===== src/rtl/m_ext_pkg.sv =====
// Shared types and constants for the RV32M issue block and its multiplier.
package m_ext_pkg;

  typedef enum logic [2:0] {
    F3Mul    = 3'b000,
    F3Mulh   = 3'b001,
    F3Mulhsu = 3'b010,
    F3Mulhu  = 3'b011,
    F3Div    = 3'b100,
    F3Divu   = 3'b101,
    F3Rem    = 3'b110,
    F3Remu   = 3'b111
  } funct3_e;

  typedef enum logic [2:0] {
    StIdle,
    StMul,
    StDivGo,
    StDivWait,
    StWb
  } state_e;

  localparam int unsigned DIV_TIMEOUT_DEF = 64;
  localparam int unsigned TIMER_W         = 8;

  // {rs1 signed, rs2 signed} for each multiply flavour.
  function automatic logic [1:0] mul_signs(funct3_e f);
    case (f)
      F3Mulh:   return 2'b11;
      F3Mulhsu: return 2'b10;
      default:  return 2'b00;
    endcase
  endfunction

endpackage


===== src/rtl/m_ext_mul.sv =====
// Registered 33x33 signed multiplier; sign/zero extension and word select follow funct3.
module m_ext_mul
  import m_ext_pkg::*;
#(
  parameter int unsigned XLEN = 32
) (
  input  logic            clk,
  input  logic            clr_n,
  input  logic            en,
  input  funct3_e         funct3,
  input  logic [XLEN-1:0] rs1,
  input  logic [XLEN-1:0] rs2,
  output logic [XLEN-1:0] result
);

  logic [1:0]               sgn;
  logic signed [XLEN:0]     op_a;
  logic signed [XLEN:0]     op_b;
  logic signed [2*XLEN-1:0] prod_d;
  logic [2*XLEN-1:0]        prod_q;

  assign sgn  = mul_signs(funct3);
  assign op_a = $signed({sgn[1] & rs1[XLEN-1], rs1});
  assign op_b = $signed({sgn[0] & rs2[XLEN-1], rs2});

  // Low 2*XLEN bits of the 33x33 product are exact for every flavour.
  assign prod_d = (2*XLEN)'(op_a) * (2*XLEN)'(op_b);

  always_ff @(posedge clk or negedge clr_n) begin
    if (!clr_n) begin
      prod_q <= '0;
    end else if (en) begin
      prod_q <= prod_d;
    end
  end

  assign result = (funct3 == F3Mul) ? prod_q[XLEN-1:0] : prod_q[2*XLEN-1:XLEN];

endmodule


===== src/rtl/m_ext_issue.sv =====
// RV32M issue block: local multiply, go/done handshake to an external divider, one response per op.
// Optional DIV_SPECIAL_EN resolves divide-by-zero and signed overflow without starting the divider.
module m_ext_issue
  import m_ext_pkg::*;
#(
  parameter int unsigned XLEN        = 32,
  parameter int unsigned DIV_TIMEOUT = DIV_TIMEOUT_DEF
) (
  input  logic            clk,
  input  logic            clr_n,
  input  logic            req_valid,
  output logic            req_ready,
  input  logic [2:0]      req_funct3,
  input  logic [XLEN-1:0] req_rs1,
  input  logic [XLEN-1:0] req_rs2,
  input  logic [4:0]      req_rd,
  input  logic            flush,
  output logic            stall,
  output logic            rsp_valid,
  output logic [XLEN-1:0] rsp_data,
  output logic [4:0]      rsp_rd,
  output logic            rsp_err,
  output logic            div_go,
  output logic            div_clr,
  output logic [1:0]      div_func3,
  output logic [XLEN-1:0] div_rs1,
  output logic [XLEN-1:0] div_rs2,
  input  logic            div_done,
  input  logic [XLEN-1:0] div_rd
);

  state_e               state_q, state_d;
  funct3_e              funct3_q;
  logic [XLEN-1:0]      rs1_q, rs2_q, res_q, res_d;
  logic [4:0]           rd_q;
  logic [TIMER_W-1:0]   timer_q, timer_d;
  logic                 err_q, err_d;
  logic                 accept;
  logic                 timeout;
  logic [XLEN-1:0]      mul_result;

  assign accept  = req_valid & (state_q == StIdle) & ~flush;
  assign timeout = (timer_q == TIMER_W'(DIV_TIMEOUT - 1));

`ifdef DIV_SPECIAL_EN
  logic            spec_zero, spec_ovf;
  logic [XLEN-1:0] spec_val;
  assign spec_zero = (rs2_q == '0);
  assign spec_ovf  = ~funct3_q[0] && (rs1_q == {1'b1, {(XLEN-1){1'b0}}}) && (rs2_q == '1);
  // Overflow quotient equals rs1 (the most negative value); remainder is zero.
  assign spec_val  = spec_zero ? (funct3_q[1] ? rs1_q : '1) : (funct3_q[1] ? '0 : rs1_q);
`endif

  always_ff @(posedge clk or negedge clr_n) begin
    if (!clr_n) begin
      state_q  <= StIdle;
      funct3_q <= F3Mul;
      rs1_q    <= '0;
      rs2_q    <= '0;
      rd_q     <= '0;
      timer_q  <= '0;
      res_q    <= '0;
      err_q    <= 1'b0;
    end else begin
      state_q <= state_d;
      timer_q <= timer_d;
      res_q   <= res_d;
      err_q   <= err_d;
      if (accept) begin
        funct3_q <= funct3_e'(req_funct3);
        rs1_q    <= req_rs1;
        rs2_q    <= req_rs2;
        rd_q     <= req_rd;
      end
    end
  end

  always_comb begin
    state_d   = state_q;
    timer_d   = timer_q;
    res_d     = res_q;
    err_d     = err_q;
    div_go    = 1'b0;
    div_clr   = 1'b0;
    rsp_valid = 1'b0;
    unique case (state_q)
      StIdle: begin
        if (accept) state_d = req_funct3[2] ? StDivGo : StMul;
      end
      StMul: begin
        state_d = flush ? StIdle : StWb;
      end
      StDivGo: begin
        timer_d = '0;
        err_d   = 1'b0;
`ifdef DIV_SPECIAL_EN
        if (spec_zero || spec_ovf) begin
          res_d   = spec_val;
          state_d = flush ? StIdle : StWb;
        end else begin
          div_go  = 1'b1;
          div_clr = flush;
          state_d = flush ? StIdle : StDivWait;
        end
`else
        div_go  = 1'b1;
        div_clr = flush;
        state_d = flush ? StIdle : StDivWait;
`endif
      end
      StDivWait: begin
        timer_d = timer_q + TIMER_W'(1);
        if (flush) begin
          div_clr = 1'b1;
          state_d = StIdle;
        end else if (div_done) begin
          res_d   = div_rd;
          err_d   = 1'b0;
          state_d = StWb;
        end else if (timeout) begin
          div_clr = 1'b1;
          res_d   = '1;
          err_d   = 1'b1;
          state_d = StWb;
        end
      end
      StWb: begin
        rsp_valid = ~flush;
        state_d   = StIdle;
      end
      default: state_d = StIdle;
    endcase
  end

  m_ext_mul #(
    .XLEN (XLEN)
  ) u_mul (
    .clk    (clk),
    .clr_n  (clr_n),
    .en     (state_q == StMul),
    .funct3 (funct3_q),
    .rs1    (rs1_q),
    .rs2    (rs2_q),
    .result (mul_result)
  );

  assign req_ready = (state_q == StIdle);
  assign stall     = (state_q != StIdle);
  assign rsp_data  = rsp_valid ? (funct3_q[2] ? res_q : mul_result) : '0;
  assign rsp_rd    = rsp_valid ? rd_q : '0;
  assign rsp_err   = rsp_valid & err_q;
  assign div_func3 = funct3_q[1:0];
  assign div_rs1   = rs1_q;
  assign div_rs2   = rs2_q;

endmodule


===== config.mk =====
export PLATFORM = sky130hd
export DESIGN_NAME = m_ext_issue
export DESIGN_NICKNAME = d
export VERILOG_FILES = /design/src/rtl/m_ext_pkg.sv /design/src/rtl/m_ext_mul.sv /design/src/rtl/m_ext_issue.sv
export SDC_FILE = /design/constraint.sdc
export NUM_CORES = 2
export LEC_CHECK = 0
export CORE_MARGIN = 1.5
export CORE_UTILIZATION = 54
export DETAILED_ROUTE_END_ITERATION = 12
export GPL_ROUTABILITY_DRIVEN = 0
export PLACE_DENSITY_LB_ADDON = 0.05
export SYNTH_ARGS = -nofsm -noshare
export SYNTH_HDL_FRONTEND = slang
export SYNTH_SLANG_ARGS = --single-unit
export TNS_END_PERCENT = 10

===== constraint.sdc =====
create_clock -name clk -period 7.28 [get_ports clk]
set_input_delay 2.184 -clock clk [delete_from_list [all_inputs] [get_ports clk]]
set_output_delay 2.184 -clock clk [all_outputs]
set_load 0.005 [all_outputs]

==> impl_metrics.tcl <==
set metrics [dict create \
    yosysSeqAreaShare_pct 9.87 \
    first_iter_violations 1886 \
    syn_area_um2 45600 \
    slew_viol_final 0 \
    layout_commonest_cell "inv_1" \
    rsz0062_at_grt "true" \
    dpl.hpwl_um 108000 \
    gr-total-overflow 0 \
    maxCapViolCount 0 \
    wl_per_cell_um 19.2 \
    clk_latency_ns 0.52 \
    fin_skew_ns 0.0241 \
    synthTopCellsByArea "fa_1, dfrtp_1, inv_1" \
    cts_tree "yes" \
    cpPeakStageDelay_ns 0.63 \
    grt_max_degree 87 \
    nNetsFinal 6805 \
    cts_buffers 17 \
    fin_cells 6506 \
    port_buffers 217 \
    synth_flop_cell "dfrtp_1" \
    grt_pass1_wl_um 203000 \
    tightest_slew_ns 0.884 \
    layout_common_cells "inv_1, fa_1, nand2_1" \
    yosysTopAreaCell "fa_1" \
    status "finished with violations" \
    design.core.area_um2 83700 \
    htree_levels 4 \
    yosys_warnings 0 \
    post-route-drc-count 0 \
    num_rows 106 \
    post-route-util_pct 64.8 \
    worst_setup_path_start_kind "register" \
    initial_core_util_pct 54.5 \
    violations "setup timing" \
    path_common_cell "fa_1" \
    clock_path_buffers 2 \
    setup_ws_ns -0.463 \
    routed_wl_um 125000 \
    grt_pass1_vias 37013 \
    post_synth_num_cell_types 74 \
    fmax_mhz 129 \
    drt-vias-per-instance 5.22 \
    synth_edf_count 0 \
    antenna_found_initial 1 \
    die_x_um 294 \
    ant_nets 0 \
    synth_top_area_share_pct 49.4 \
    relSlewSlack_pct 41.0 \
    clk_pin_slew_ns 0.08 \
    ys_async_sr_fraction_pct 100 \
    finalSetupViolations 33 \
    hold_viol 0 \
    grtUsageTotal_pct 30.9 \
    cts_sinks 180 \
    ys_ff_latch 180 \
    drive_above_1_share_pct 13.7 \
    crit_type "register to register" \
    critPathMaxFanout 17 \
    crit_path_end_kind "register" \
    synth.avg_cell_area_um2 9.35 \
    dr.pass1.iters 7 \
    netlist_instances 4877 \
    critPathSlowestCell "fa_2" \
    placed_cells 6467 \
    ctsRootBufferMaster "clkbuf_16" \
    hold_path.class "register to register" \
    fillers 7088 \
    arrival_ns 8.13 \
    critPathRequiredTime_ns 7.67 \
    die_h_um 294 \
    die_area_um2 86200 \
    io_pins 218 \
    fin_crit_sh_pct 106 \
    syn-num-nets 6324 \
    area_growth_syn_to_layout_pct 18.8 \
    vias 33985 \
    period_needed_ns 7.74 \
]
-- per-layer routing --
layer	vias to the layer above	track usage, %	share of wire (%)
li1	15159	-	-
met1	17753	40.5	40
met2	880	53.7	52
met3	193	3.13	4.3
met4	0	10.8	3.4
met5	-	0	0
-- stage by stage --
stage | TNS, ns | worst slack, ns | instance area, µm² | hold WS, ns
2_1_floorplan | -1.32 | -0.183 | 45800 | 0.437
5_1_grt | -20.58 | -0.759 | 54200 | 0.510
6_report | -8.23 | -0.463 | 54200 | 0.480
3_5_place_dp | -12.40 | -0.611 | 53300 | 0.456
4_1_cts | -7.99 | -0.493 | 54100 | 0.483
3_3_place_gp | -10.55 | -0.577 | 53300 | 0.450
-- critical path: cells and delay by family (launching register included) --
kind	cells	cell delay, ns
AOI/OAI and AO/OA	7	1.18
DFF	1	0.42
and+or+nand+nor	3	0.30
xor gates and xnor gates	2	0.41
adders and majority gates	9	4.37
buffers and inverters	9	0.90
-- Yosys cell counts, types with 19 or more instances --
library cell and count:
nand2_1 813, dfrtp_1 180, mux2i_1 33, o21ai_0 83
clkbuf_1 264, a21o_1 19, xnor2_1 47, inv_1 1139
and2_1 373, mux2_2 73, xor2_1 25, nand3_1 28
ha_1 213, nor2_1 126, fa_1 1125, a21oi_1 98
o22a_1 32
-- area by class of cell --
class                   instances  area [µm²]  share of cell area (%)
multi-input cells            3280       36200                    66.8
repair buffers                739        7170                    13.2
flip-flops and latches        180        4510                    8.31
inverters                    1140        4290                    7.91
well taps                    1134        1420                    2.62
clock buffers                  17         425                   0.785
clock inverters                15         206                   0.381
diodes                          1        2.50                 0.00462
-- final timing paths --
path	depth (start not counted)	from	end	slack, ns
max in group asynchronous	2	clr_n	res_q[19]	4.25
min in group asynchronous	1	clr_n	timer_q[7]	1.72
worst max register to register	30	funct3_q[1]	u_mul.prod_q[59]	-0.46
worst min register to register	1	timer_q[7]	timer_q[7]	0.48
worst max-delay path	30	funct3_q[1]	u_mul.prod_q[59]	-0.46
worst min-delay path	1	timer_q[7]	timer_q[7]	0.48
-- logic make-up (layout without fill, tap and decap cells) --
family | after synthesis | count (layout) | share of synthesized area (%)
and+or+nand+nor | 1417 | 1417 | 14.2
buffers and inverters | 1417 | 1911 | 11.8
adders and majority gates | 1338 | 1338 | 55.2
AOI/OAI and AO/OA | 347 | 347 | 4.95
DFF | 180 | 180 | 9.87
muxes | 106 | 106 | 2.53
xor gates and xnor gates | 72 | 72 | 1.38
other | 0 | 1 | 0
-- state kept, by name, summed over array words and instances (netlist names) --
signal        cells
div_rs1          32
res_q            32
funct3_q          3
err_q             1
div_rs2          32
timer_q           8
u_mul.prod_q     64
rd_q              5
state_q           3
-- repair_timing --
item,4_1_cts,5_1_grt
hold buffers,0,0
resized for setup,42,8
setup endpoints to repair,36,43
setup buffers,1,5
gates cloned,0,0
pin swaps,17,7
Power is not shown: default switching activity piles up to over one toggle a cycle in this logic, so the estimate is an artifact.
